--- config.mk ---
export PLATFORM = sky130hd
export DESIGN_NAME = pmem_scheduler_flat
export DESIGN_NICKNAME = d
export VERILOG_FILES = /design/src/rtl/lc3b_types.sv /design/src/rtl/pmem_scheduler_if.sv /design/src/rtl/pmem_sched_prio.sv /design/src/rtl/pmem_scheduler.sv /design/src/flat_wrapper.sv
export SDC_FILE = /design/constraint.sdc
export NUM_CORES = 1
export LEC_CHECK = 0
export CAP_MARGIN = 20
export CORE_MARGIN = 2
export CORE_UTILIZATION = 35
export CTS_CLUSTER_DIAMETER = 40
export DETAILED_ROUTE_END_ITERATION = 12
export PLACE_DENSITY = 0.76
export SLEW_MARGIN = 25
export SYNTH_ARGS = -nofsm -noshare
export SYNTH_HDL_FRONTEND = slang
export SYNTH_SLANG_ARGS = --single-unit
--- constraint.sdc ---
create_clock -name clk -period 1.6 [get_ports clk]
set_input_delay 0.32 -clock clk [delete_from_list [all_inputs] [get_ports clk]]
set_output_delay 0.32 -clock clk [all_outputs]
set_load 0.01 [all_outputs]
--- src/rtl/lc3b_types.sv ---
// Shared types for the pmem scheduler slice: address/line types and FSM states.
// Latency: n/a (types only).
// Backpressure: n/a (types only).
package lc3b_types;

  localparam int unsigned LC3B_WORD_W  = 16;
  localparam int unsigned LC3B_BLOCK_W = 128;

  typedef logic [LC3B_WORD_W-1:0]  lc3b_word;
  typedef logic [LC3B_BLOCK_W-1:0] lc3b_c_block;

  typedef enum logic [1:0] {
    IDLE    = 2'd0,
    GRANT_I = 2'd1,
    GRANT_D = 2'd2,
    RECOVER = 2'd3
  } pmem_sched_state_t;

endpackage

--- src/rtl/pmem_scheduler_if.sv ---
// Bundle of icache, dcache and pmem signals around the pmem scheduler.
// Latency: n/a (wiring only).
// Backpressure: requests are held by the caches until their *_pmem_resp pulse.
// Modports: slave = scheduler side, master = environment (caches + memory).
interface pmem_scheduler_if
  import lc3b_types::*;
#(
  parameter int unsigned ADDR_W  = LC3B_WORD_W,
  parameter int unsigned BLOCK_W = LC3B_BLOCK_W
);
  logic               ic_pmem_read;
  logic [ADDR_W-1:0]  ic_pmem_address;
  logic               ic_pmem_resp;
  logic               dc_pmem_read;
  logic               dc_pmem_write;
  logic [ADDR_W-1:0]  dc_pmem_address;
  logic [BLOCK_W-1:0] dc_pmem_wdata;
  logic               dc_pmem_resp;
  logic               pmem_resp;
  logic               pmem_read;
  logic               pmem_write;
  logic [ADDR_W-1:0]  pmem_address;
  logic [BLOCK_W-1:0] pmem_wdata;
  logic               pipe_advance;

  modport slave (
    input  ic_pmem_read, ic_pmem_address,
    input  dc_pmem_read, dc_pmem_write, dc_pmem_address, dc_pmem_wdata,
    input  pmem_resp,
    output ic_pmem_resp, dc_pmem_resp,
    output pmem_read, pmem_write, pmem_address, pmem_wdata,
    output pipe_advance
  );

  modport master (
    output ic_pmem_read, ic_pmem_address,
    output dc_pmem_read, dc_pmem_write, dc_pmem_address, dc_pmem_wdata,
    output pmem_resp,
    input  ic_pmem_resp, dc_pmem_resp,
    input  pmem_read, pmem_write, pmem_address, pmem_wdata,
    input  pipe_advance
  );

endinterface

--- src/rtl/pmem_sched_prio.sv ---
// Winner select between icache and dcache with an icache starvation counter.
// Latency: grant outputs are combinational; the counter updates on decide edges.
// Backpressure: none; the FSM only acts on grants while decide is high.
// Ports: clk/rst_n, ic_req/dc_req (pending requests), decide (FSM in IDLE),
//        grant_i/grant_d (one-hot-or-zero winner).
module pmem_sched_prio
  import lc3b_types::*;
#(
  parameter int unsigned STARVE_MAX = 4
) (
  input  logic clk,
  input  logic rst_n,
  input  logic ic_req,
  input  logic dc_req,
  input  logic decide,
  output logic grant_i,
  output logic grant_d
);

  localparam int unsigned CNT_W = $clog2(STARVE_MAX + 1);

  logic [CNT_W-1:0] starve_cnt_q, starve_cnt_d;
  logic             starved;

  assign starved = (starve_cnt_q == CNT_W'(STARVE_MAX));

  always_comb begin
    // dcache wins contested decisions unless icache has waited STARVE_MAX times
    grant_i      = ic_req && (!dc_req || starved);
    grant_d      = dc_req && !grant_i;
    starve_cnt_d = starve_cnt_q;
    if (decide) begin
      if (grant_i) begin
        starve_cnt_d = '0;
      end else if (grant_d) begin
        if (!ic_req)       starve_cnt_d = '0;
        else if (!starved) starve_cnt_d = starve_cnt_q + 1'b1;
      end
    end
  end

  always_ff @(posedge clk or negedge rst_n) begin
    if (!rst_n) starve_cnt_q <= '0;
    else        starve_cnt_q <= starve_cnt_d;
  end

endmodule

--- src/rtl/pmem_scheduler.sv ---
// Arbitrates the single pmem port between icache fills and dcache fills/write-backs.
// Latency: request seen in IDLE at edge N drives pmem from cycle N+1; RECOVER then IDLE follow each resp.
// Backpressure: caches hold requests until their resp pulse; pipe_advance stalls the pipeline meanwhile.
// Ports: clk, rst_n, bus (slave modport: cache requests/resps, pmem command/resp, pipe_advance).
module pmem_scheduler
  import lc3b_types::*;
#(
  parameter int unsigned ADDR_W     = LC3B_WORD_W,
  parameter int unsigned BLOCK_W    = LC3B_BLOCK_W,
  parameter int unsigned STARVE_MAX = 4
) (
  input logic              clk,
  input logic              rst_n,
  pmem_scheduler_if.slave  bus
);

  pmem_sched_state_t  state_q, state_d;
  logic               rd_q, rd_d;
  logic               wr_q, wr_d;
  logic [ADDR_W-1:0]  addr_q, addr_d;
  logic [BLOCK_W-1:0] wdata_q, wdata_d;

  logic ic_req, dc_req, in_idle, in_grant, grant_i, grant_d;

  assign ic_req   = bus.ic_pmem_read;
  assign dc_req   = bus.dc_pmem_read | bus.dc_pmem_write;
  assign in_idle  = (state_q == IDLE);
  assign in_grant = (state_q == GRANT_I) || (state_q == GRANT_D);

  pmem_sched_prio #(.STARVE_MAX(STARVE_MAX)) u_prio (
    .clk     (clk),
    .rst_n   (rst_n),
    .ic_req  (ic_req),
    .dc_req  (dc_req),
    .decide  (in_idle),
    .grant_i (grant_i),
    .grant_d (grant_d)
  );

  always_comb begin
    state_d = state_q;
    rd_d    = rd_q;
    wr_d    = wr_q;
    addr_d  = addr_q;
    wdata_d = wdata_q;
    case (state_q)
      IDLE: begin
        if (grant_i) begin
          state_d = GRANT_I;
          rd_d    = 1'b1;
          wr_d    = 1'b0;
          addr_d  = bus.ic_pmem_address;
          wdata_d = '0;
        end else if (grant_d) begin
          // read+write together is illegal; the write-back wins
          state_d = GRANT_D;
          wr_d    = bus.dc_pmem_write;
          rd_d    = bus.dc_pmem_read & ~bus.dc_pmem_write;
          addr_d  = bus.dc_pmem_address;
          wdata_d = bus.dc_pmem_wdata;
        end
      end
      GRANT_I, GRANT_D: begin
        if (bus.pmem_resp) begin
          state_d = RECOVER;
          rd_d    = 1'b0;
          wr_d    = 1'b0;
        end
      end
      RECOVER: state_d = IDLE;
      default: state_d = IDLE;
    endcase
  end

  always_ff @(posedge clk or negedge rst_n) begin
    if (!rst_n) begin
      state_q <= IDLE;
      rd_q    <= 1'b0;
      wr_q    <= 1'b0;
      addr_q  <= '0;
      wdata_q <= '0;
    end else begin
      state_q <= state_d;
      rd_q    <= rd_d;
      wr_q    <= wr_d;
      addr_q  <= addr_d;
      wdata_q <= wdata_d;
    end
  end

  // pmem is driven only from the holding registers so it ignores input churn
  assign bus.pmem_read    = rd_q;
  assign bus.pmem_write   = wr_q;
  assign bus.pmem_address = addr_q;
  assign bus.pmem_wdata   = wdata_q;

  assign bus.ic_pmem_resp = (state_q == GRANT_I) & bus.pmem_resp;
  assign bus.dc_pmem_resp = (state_q == GRANT_D) & bus.pmem_resp;
  assign bus.pipe_advance = (in_idle & ~ic_req & ~dc_req) | (in_grant & bus.pmem_resp);

endmodule

--- src/flat_wrapper.sv ---
// flat-port wrapper written by rule: the top's interface ports become plain ports
module pmem_scheduler_flat import lc3b_types::*;
#(
  parameter int unsigned ADDR_W     = LC3B_WORD_W,
  parameter int unsigned BLOCK_W    = LC3B_BLOCK_W,
  parameter int unsigned STARVE_MAX = 4
)
  (clk, rst_n, bus_ic_pmem_read, bus_ic_pmem_address, bus_dc_pmem_read, bus_dc_pmem_write, bus_dc_pmem_address, bus_dc_pmem_wdata, bus_pmem_resp, bus_ic_pmem_resp, bus_dc_pmem_resp, bus_pmem_read, bus_pmem_write, bus_pmem_address, bus_pmem_wdata, bus_pipe_advance);
  pmem_scheduler_if #(.ADDR_W(ADDR_W), .BLOCK_W(BLOCK_W)) bus_i ();
  input logic clk;
  input logic rst_n;
  input wire logic [$bits(bus_i.ic_pmem_read)-1:0] bus_ic_pmem_read;
  input wire logic [$bits(bus_i.ic_pmem_address)-1:0] bus_ic_pmem_address;
  input wire logic [$bits(bus_i.dc_pmem_read)-1:0] bus_dc_pmem_read;
  input wire logic [$bits(bus_i.dc_pmem_write)-1:0] bus_dc_pmem_write;
  input wire logic [$bits(bus_i.dc_pmem_address)-1:0] bus_dc_pmem_address;
  input wire logic [$bits(bus_i.dc_pmem_wdata)-1:0] bus_dc_pmem_wdata;
  input wire logic [$bits(bus_i.pmem_resp)-1:0] bus_pmem_resp;
  output wire logic [$bits(bus_i.ic_pmem_resp)-1:0] bus_ic_pmem_resp;
  output wire logic [$bits(bus_i.dc_pmem_resp)-1:0] bus_dc_pmem_resp;
  output wire logic [$bits(bus_i.pmem_read)-1:0] bus_pmem_read;
  output wire logic [$bits(bus_i.pmem_write)-1:0] bus_pmem_write;
  output wire logic [$bits(bus_i.pmem_address)-1:0] bus_pmem_address;
  output wire logic [$bits(bus_i.pmem_wdata)-1:0] bus_pmem_wdata;
  output wire logic [$bits(bus_i.pipe_advance)-1:0] bus_pipe_advance;
  assign bus_i.ic_pmem_read = bus_ic_pmem_read;
  assign bus_i.ic_pmem_address = bus_ic_pmem_address;
  assign bus_i.dc_pmem_read = bus_dc_pmem_read;
  assign bus_i.dc_pmem_write = bus_dc_pmem_write;
  assign bus_i.dc_pmem_address = bus_dc_pmem_address;
  assign bus_i.dc_pmem_wdata = bus_dc_pmem_wdata;
  assign bus_i.pmem_resp = bus_pmem_resp;
  assign bus_ic_pmem_resp = bus_i.ic_pmem_resp;
  assign bus_dc_pmem_resp = bus_i.dc_pmem_resp;
  assign bus_pmem_read = bus_i.pmem_read;
  assign bus_pmem_write = bus_i.pmem_write;
  assign bus_pmem_address = bus_i.pmem_address;
  assign bus_pmem_wdata = bus_i.pmem_wdata;
  assign bus_pipe_advance = bus_i.pipe_advance;
  pmem_scheduler #(.ADDR_W(ADDR_W), .BLOCK_W(BLOCK_W), .STARVE_MAX(STARVE_MAX)) u_core (.clk(clk), .rst_n(rst_n), .bus(bus_i));
endmodule
### Word-level counts from Yosys, hierarchy flattened

Cells that the tools add are included.

| storage, ports and cells | value |
|---|---|
| bits in registers | 151 |
| latch bits | 0 |
| bits in writable memories | 0 |
| bits in read-only memories | 0 |
| input port bits | 166 |
| output and inout bits | 149 |
| logic and storage cells | 58 |
| memories | 0 |

| cells by class | value |
|---|---|
| add/sub/neg operators | 1 |
| $mul | 0 |
| divide/modulo/power cells | 0 |
| magnitude comparators | 0 |
| equality and inequality tests | 7 |
| shifts and indexed selects | 0 |
| multiplexer cells | 19 |
| bitwise gates (word level) | 11 |
| reduce and logical (&&, ||, !) cells | 14 |

Operators by type and width:

| operator | count |
|---|---|
| 2-to-1 mux 128 bit | 2 |
| 2-to-1 mux 16 bit | 2 |
| 2-to-1 mux 3 bit | 4 |
| AND 1 bit | 6 |
| 2-to-1 mux 2 bit | 3 |
| one-hot mux 2 bit (3 select lines) | 1 |
| AND reduction 3 bit | 2 |
| 2-to-1 mux 1 bit | 5 |
| equality test 2 bit (second input constant) | 2 |
| one-hot mux 1 bit (2 select lines) | 2 |
| AND reduction 2 bit | 2 |
| nonzero test 2 bit | 2 |
| adder 3 x 1 -> 3 bit (second input constant) | 1 |
| equality test 3 bit (second input constant) | 1 |
| inequality test 3 x 2 -> 1 bit (second input constant) | 1 |
| inequality test 3 bit (second input constant) | 1 |
| inverter 1 bit | 3 |
| equality test 2 x 1 -> 1 bit (second input constant) | 1 |
| logical AND 1 bit | 2 |
| logical NOT 1 bit | 2 |
| logical NOT 2 bit | 1 |
| logical OR 1 bit | 2 |
| inequality test 2 bit (second input constant) | 1 |
| OR 1 bit | 2 |
| OR reduction 2 bit | 1 |

### Depth between registers and ports, before layout

| logic depth | value |
|---|---|
| word-level depth | 9 |
| gate-level depth with buffers | 8 |

### Hierarchy

A second synthesis with hierarchy kept.

| unflattened totals | value |
|---|---|
| cells, all modules | 414 |
| area total of the unflattened synthesis | 5803.1 µm² |

By module, submodules not included:

| module | instances | cells each | area each (µm²) | seq. area each (µm²) |
|---|---|---|---|---|
| pmem_scheduler | 1 | 392 | 5614.1 | 3703.6 |
| pmem_sched_prio | 1 | 22 | 188.9 | 75.1 |

### Worst setup path before layout

OpenSTA, ideal clock, no wires.

| timing | value |
|---|---|
| path type | register -> register |
| start | register u_core.u_prio.starve_cnt_q[0] |
| end | register u_core.wdata_q[0] (netlist: u_core.bus.pmem_wdata[0]) |
| data arrival time | 1.423 ns |
| data required time | 1.479 ns |
| slack | 0.056 ns |
| cell stages (with the launch flop) | 8 |
| clock period less this slack | 1.544 ns |
| path through | dfrtp_1 > inv_1 > ha_1 > nand2_1 > o211a_2 > buf_6 > buf_6 > a22o_1 |

| on the way | value |
|---|---|
| cells in the longest elaborated chain, start to end | 7 |
| elaborated cells on any way between the ends | 8 |
| classes of those cells | eq/ne: 1; mux: 1; reduce/logical: 6 |

Ends and longest elaborated chain:

| item | line | text |
|---|---|---|
| start: declaration | pmem_sched_prio.sv:22 | `logic [CNT_W-1:0] starve_cnt_q, starve_cnt_d;` |
| start signal: assignment | pmem_sched_prio.sv:44 | `else starve_cnt_q <= starve_cnt_d;` |
| equality test 3 bit (*) | pmem_sched_prio.sv:25 | `assign starved = (starve_cnt_q == CNT_W'(STARVE_MAX));` |
| logical OR 1 bit (*) | pmem_sched_prio.sv:29 | `grant_i = ic_req && (!dc_req \|\| starved);` |
| logical AND 1 bit (*) | pmem_sched_prio.sv:29 |  |
| logical NOT 1 bit | pmem_sched_prio.sv:30 | `grant_d = dc_req && !grant_i;` |
| logical AND 1 bit | pmem_sched_prio.sv:30 |  |
| nonzero test 2 bit (no source line) | -- |  |
| AND reduction 2 bit (no source line) | -- |  |
| end signal: assignment | pmem_scheduler.sv:87 | `wdata_q <= wdata_d;` |
| end: declaration | pmem_scheduler.sv:21 | `logic [BLOCK_W-1:0] wdata_q, wdata_d;` |

Every way passes the cells marked *; elsewhere a longest branch is shown, timed or not.
A chain may end at the register's enable or synchronous reset.

### Worst setup path in the final report

| timing | value |
|---|---|
| start | register u_core.state_q[1] |
| end | output bus_pipe_advance |

| on the way | value |
|---|---|
| cells in the longest elaborated chain, start to end | 4 |
| elaborated cells on any way between the ends | 8 |
| classes of those cells | eq/ne: 2; bitwise: 4; reduce/logical: 2 |

Ends and longest elaborated chain:

| item | line | text |
|---|---|---|
| start: declaration | pmem_scheduler.sv:17 | `pmem_sched_state_t state_q, state_d;` |
| start signal: assignment | pmem_scheduler.sv:83 | `state_q <= state_d;` |
| logical NOT 2 bit (tied with other cells) | pmem_scheduler.sv:27 | `assign in_idle = (state_q == IDLE);` |
| AND 1 bit or logical OR 1 bit (tied branches) | pmem_scheduler.sv:99, pmem_scheduler.sv:28 |  |
| AND 1 bit | pmem_scheduler.sv:99 | `assign bus.pipe_advance = (in_idle & ~ic_req & ~dc_req) \| (in_grant & bus.pmem_resp);` |
| OR 1 bit (*) | pmem_scheduler.sv:99 |  |
| end: declaration | flat_wrapper.sv:25 | `output wire logic [$bits(bus_i.pipe_advance)-1:0] bus_pipe_advance;` |

Marked as above.

==> impl_summary.txt <==
----------------------------------------------------
[Drt]
  Count of nets left with antenna violations after detail routing ... 0
  Number of vias per cell ... around 5.2
  Average detailed-routed wire length per instance ... 19.48 um
  Residual DRC ... 0
  Initial DRC count ... 237
  Vias ... 5281
  Total iterations of the first detailed-routing run ... 4
  Total Wirelength ... 19620 um

[Pwr]
  Power Internal ... approximately 12 mW
  PD cells ... 1909 nW/um2
  Switching Power ... 6.799 mW
  Share of power burned in combinational logic ... 46.1%
  Switching Fraction ... a little over a third
  Maximum vdd drop ... 1.108 mV
  P_leak ... 4.740 nW
  Share of power burned in the clock network ... 20.0%
  Sequential cell fraction of total power ... 33.9%

[Clock tree]
  CTS sink cnt ... 151
  Clock tree root buffer cell ... clkbuf_16
  Clock Latency Late Sink ... 0.41 ns
  Clock Path Buffers ... 2
  # H-tree levels ... 4
  CTS clock-pin slew for the worst setup and hold paths ... ~0.070 ns
  CTS tree ... yes
  TritonCTS Buffers ... 17

[GRT]
  Global-route wire length before repair ... between 20000 and 30000 um
  Largest net degree at the start of global routing ... 46
  Initial antenna violation count ... 0
  Vias in the first global route ... about 5500
  GR Layer Usage met3 ... 5.556%
  Met2 usage in global routing ... 35.95%
  Most crowded layer after global routing ... met2
  GRT met1 Usage ... 25.72%
  GRT Util Overall ... a little over a fifth
  Total congestion overflow ... 0

[STA]
  Shortest clock period the worst path allows after layout ... 1.816 ns
  Fmax ... around 550 MHz
  Actual transition at the worst max-transition pin ... around 0.44 ns
  Setup WS post-layout ... -0.2156 ns
  Final max-slew violation count ... 0
  Final Hold Fails ... 0
  Unrepaired setup endpoints after global routing ... true
  Max_slew headroom ... 70.84%
  Count of final setup violators ... 131
  Final-layout setup total negative slack ... -6.038 ns
  Share of the cycle needed by the critical path after routing ... 113.5%
  Clock skew ... 0.007120 ns

[Placement]
  Final GP Congestion ... 0.8348
  Buffers added on ports ... roughly 310
  HPWL after detailed placement ... 14030 um
  Post-Place Setup Slack ... -0.4894 ns

[Floorplanning]
  Ports ... 315
  Die ar. ... 17910 um2
  Initial Util ... between 30% and 40%
  Core region area ... between 15000 and 20000 um2
  FP Rows ... 47
  Horiz. Die Dim ... around 130 um
  Vertical die dimension ... between 100 and 150 um

[Min path]
  Worst min-delay path category ... primary input to async pin

[Logic synthesis]
  Synthesis Warnings ... 0
  Area of the mapped netlist ... 5899 um2
  Post-synthesis net count ... 605
  Fraction of the yosys area taken by sequential cells ... 64.05%
  Flip-flop and latch count after synthesis ... 151
  Distinct cell type count after synthesis ... 32
  Post-Synthesis Mean Instance Area ... roughly 14 um2
  Post-Syn Instances ... around 430

[Status]
  Outcome ... complete, but fails checks
  Violations in the final reports ... setup timing

[Layout]
  Share of final-layout standard cells stronger than drive strength 1 ... 13.21%
  Filler cells ... 1322
  Syn-to-layout area delta ... 70.58%
  Layout Nets ... 947
  Number of diodes ... 0

[Worst setup path]
  Worst path bufs/invs ... 2
  Worst reg2reg setup slack ... -0.03 ns
  Chain of cells forming the critical path ... inv_2, ha_4, nor4b_4, a21o_1, buf_2
  Startpoint Class ... flop
  Highest net fanout along the worst path ... 2
  Critical path's largest stage delay ... approximately 0.4 ns
  Critical path capture point type ... output port
  Max stage delay cell, worst path ... dfrtp_1
  Type of the worst setup path ... flop to output port
  Data required time of the critical path ... 1.28 ns
  CP top delay family ... flip-flops
  WP data arrival ... roughly 1.5 ns

[Flow run]
  Max-capacitance violation count ... 0

----------------------------------------------------
-- sequential cells by signal (all words and copies together), names as in the netlist --
register and cells:
u_core.bus.pmem_wdata 128, u_core.bus.pmem_read 1, u_core.bus.pmem_write 1, u_core.state_q 2, u_core.u_prio.starve_cnt_q 3, u_core.bus.pmem_address 16
-- layout make-up --
type | instances | area, um2 | share of cell area [%]
repair buffers | 364 | 3505 | 34.83
clock inverters | 14 | 138.9 | 1.380
multi-input cells | 233 | 1911 | 18.99
well taps | 220 | 275.3 | 2.735
clock buffers | 17 | 425.4 | 4.227
inverters | 8 | 30.03 | 0.2984
flip-flops and latches | 151 | 3779 | 37.55
-- layer usage --
metal / vias to the layer above / routed length, um
met4: 0 / 603
met2: 269 / 9957
met5: - / 0
met1: 2630 / 7655
li1: 2340 / -
met3: 42 / 1401
-- power groups by stage --
stage | logic [mW] | registers [mW] | clock network, mW
floorplan | 3.61 | 7.27 | 0
global placement | 9.21 | 6.53 | 0
detailed placement | 9.52 | 6.60 | 0
CTS | 8.45 | 6.50 | 3.94
global route | 9.48 | 6.70 | 4.13
finish | 8.85 | 6.51 | 3.85
-- path summary, 6_finish.rpt --
kind / start / end / cells after the start
max: u_core.state_q[1] / bus_pipe_advance / 5
min: rst_n / u_core.bus.pmem_wdata[60] / 2
max reg2reg: u_core.state_q[1] / u_core.bus.pmem_wdata[35] / 7
min reg2reg: u_core.bus.pmem_wdata[8] / u_core.bus.pmem_wdata[8] / 1
max in group asynchronous: rst_n / u_core.bus.pmem_wdata[102] / 3
min in group clk: bus_dc_pmem_address[11] / u_core.bus.pmem_address[11] / 3
-- cell usage in the layout, fill, tap and decap left out, types with 3 or more instances in the layout --
cell             netlist  final
a21oi_1               16     16
a22o_1               128    128
a31oi_1               18     15
a31oi_4                0      3
buf_12                 0      9
buf_2                 16      3
buf_4                  6     33
buf_6                 15      5
clkbuf_16              0     20
clkdlybuf4s50_1        0    164
clkinvlp_4             0      6
dfrtp_1              151    151
dlygate4sd2_1          0    146
ha_2                   0      3
inv_1                  7      5
inv_2                  1      3
inv_6                  0      5
nand2_1                3      3
nor2_1                20     19
o21ai_0               19     19
-- repair_timing --
| action | CTS | global route |
|---|---|---|
| buffers inserted | 0 | 4 |
| pin swaps | 1 | 1 |
| cloned | 0 | 4 |
| resized for setup | 168 | 15 |
| hold buffers | 1 | 0 |
| setup endpoints to repair | 278 | 145 |
| endpoints found under the hold margin | 36 | 0 |
-- cell usage after synthesis --
master / n / share of area [%]
and2_1: 2 / 0.21
dfrtp_1: 151 / 64
o31a_1: 1 / 0.15
nor4b_4: 1 / 0.40
buf_6: 15 / 2.9
a21oi_1: 16 / 1.4
o211a_2: 1 / 0.17
inv_2: 1 / 0.064
a21o_1: 1 / 0.13
clkbuf_1: 4 / 0.25
a31oi_1: 18 / 1.9
o2bb2ai_2: 1 / 0.25
or2_1: 1 / 0.11
a221oi_1: 1 / 0.15
a32o_1: 1 / 0.17
a22o_1: 128 / 19
mux2_2: 1 / 0.19
nor2_1: 20 / 1.3
inv_1: 7 / 0.45
buf_4: 6 / 0.76
o22ai_1: 2 / 0.21
nand2_1: 3 / 0.19
a2bb2oi_2: 1 / 0.25
nand4_1: 1 / 0.11
buf_2: 16 / 1.4
o31ai_1: 3 / 0.38
o21ai_0: 19 / 1.6
nor2b_1: 2 / 0.21
o31ai_2: 1 / 0.21
ha_1: 6 / 1.3
nand2b_1: 1 / 0.11
mux2i_1: 1 / 0.17
-- through the flow --
stage	hold WS, ns	total power [mW]	std cells	utilization, %	cell area, um2
after floorplan	0.02441	10.88	433	-	5899
after global placement	0.2609	15.74	967	57.17	9447
after detailed placement	0.2725	16.12	967	57.17	9447
after CTS	0.3954	18.89	999	59.64	9854
after global routing	0.4257	20.31	1007	60.90	10060
final	0.3892	19.21	1007	60.90	10060
-- cells by family after synthesis --
logic type / after synthesis / share of synthesized area, %
AO/OA/AOI/OAI: 194 / 25.96
flip-flops: 151 / 64.05
buffers and inverters: 49 / 5.748
AND/OR/NAND/NOR: 31 / 2.609
adder cells (fa/ha/maj): 6 / 1.273
multiplexers: 2 / 0.3605
No activity file was read; power rests on OpenSTA's default activity.
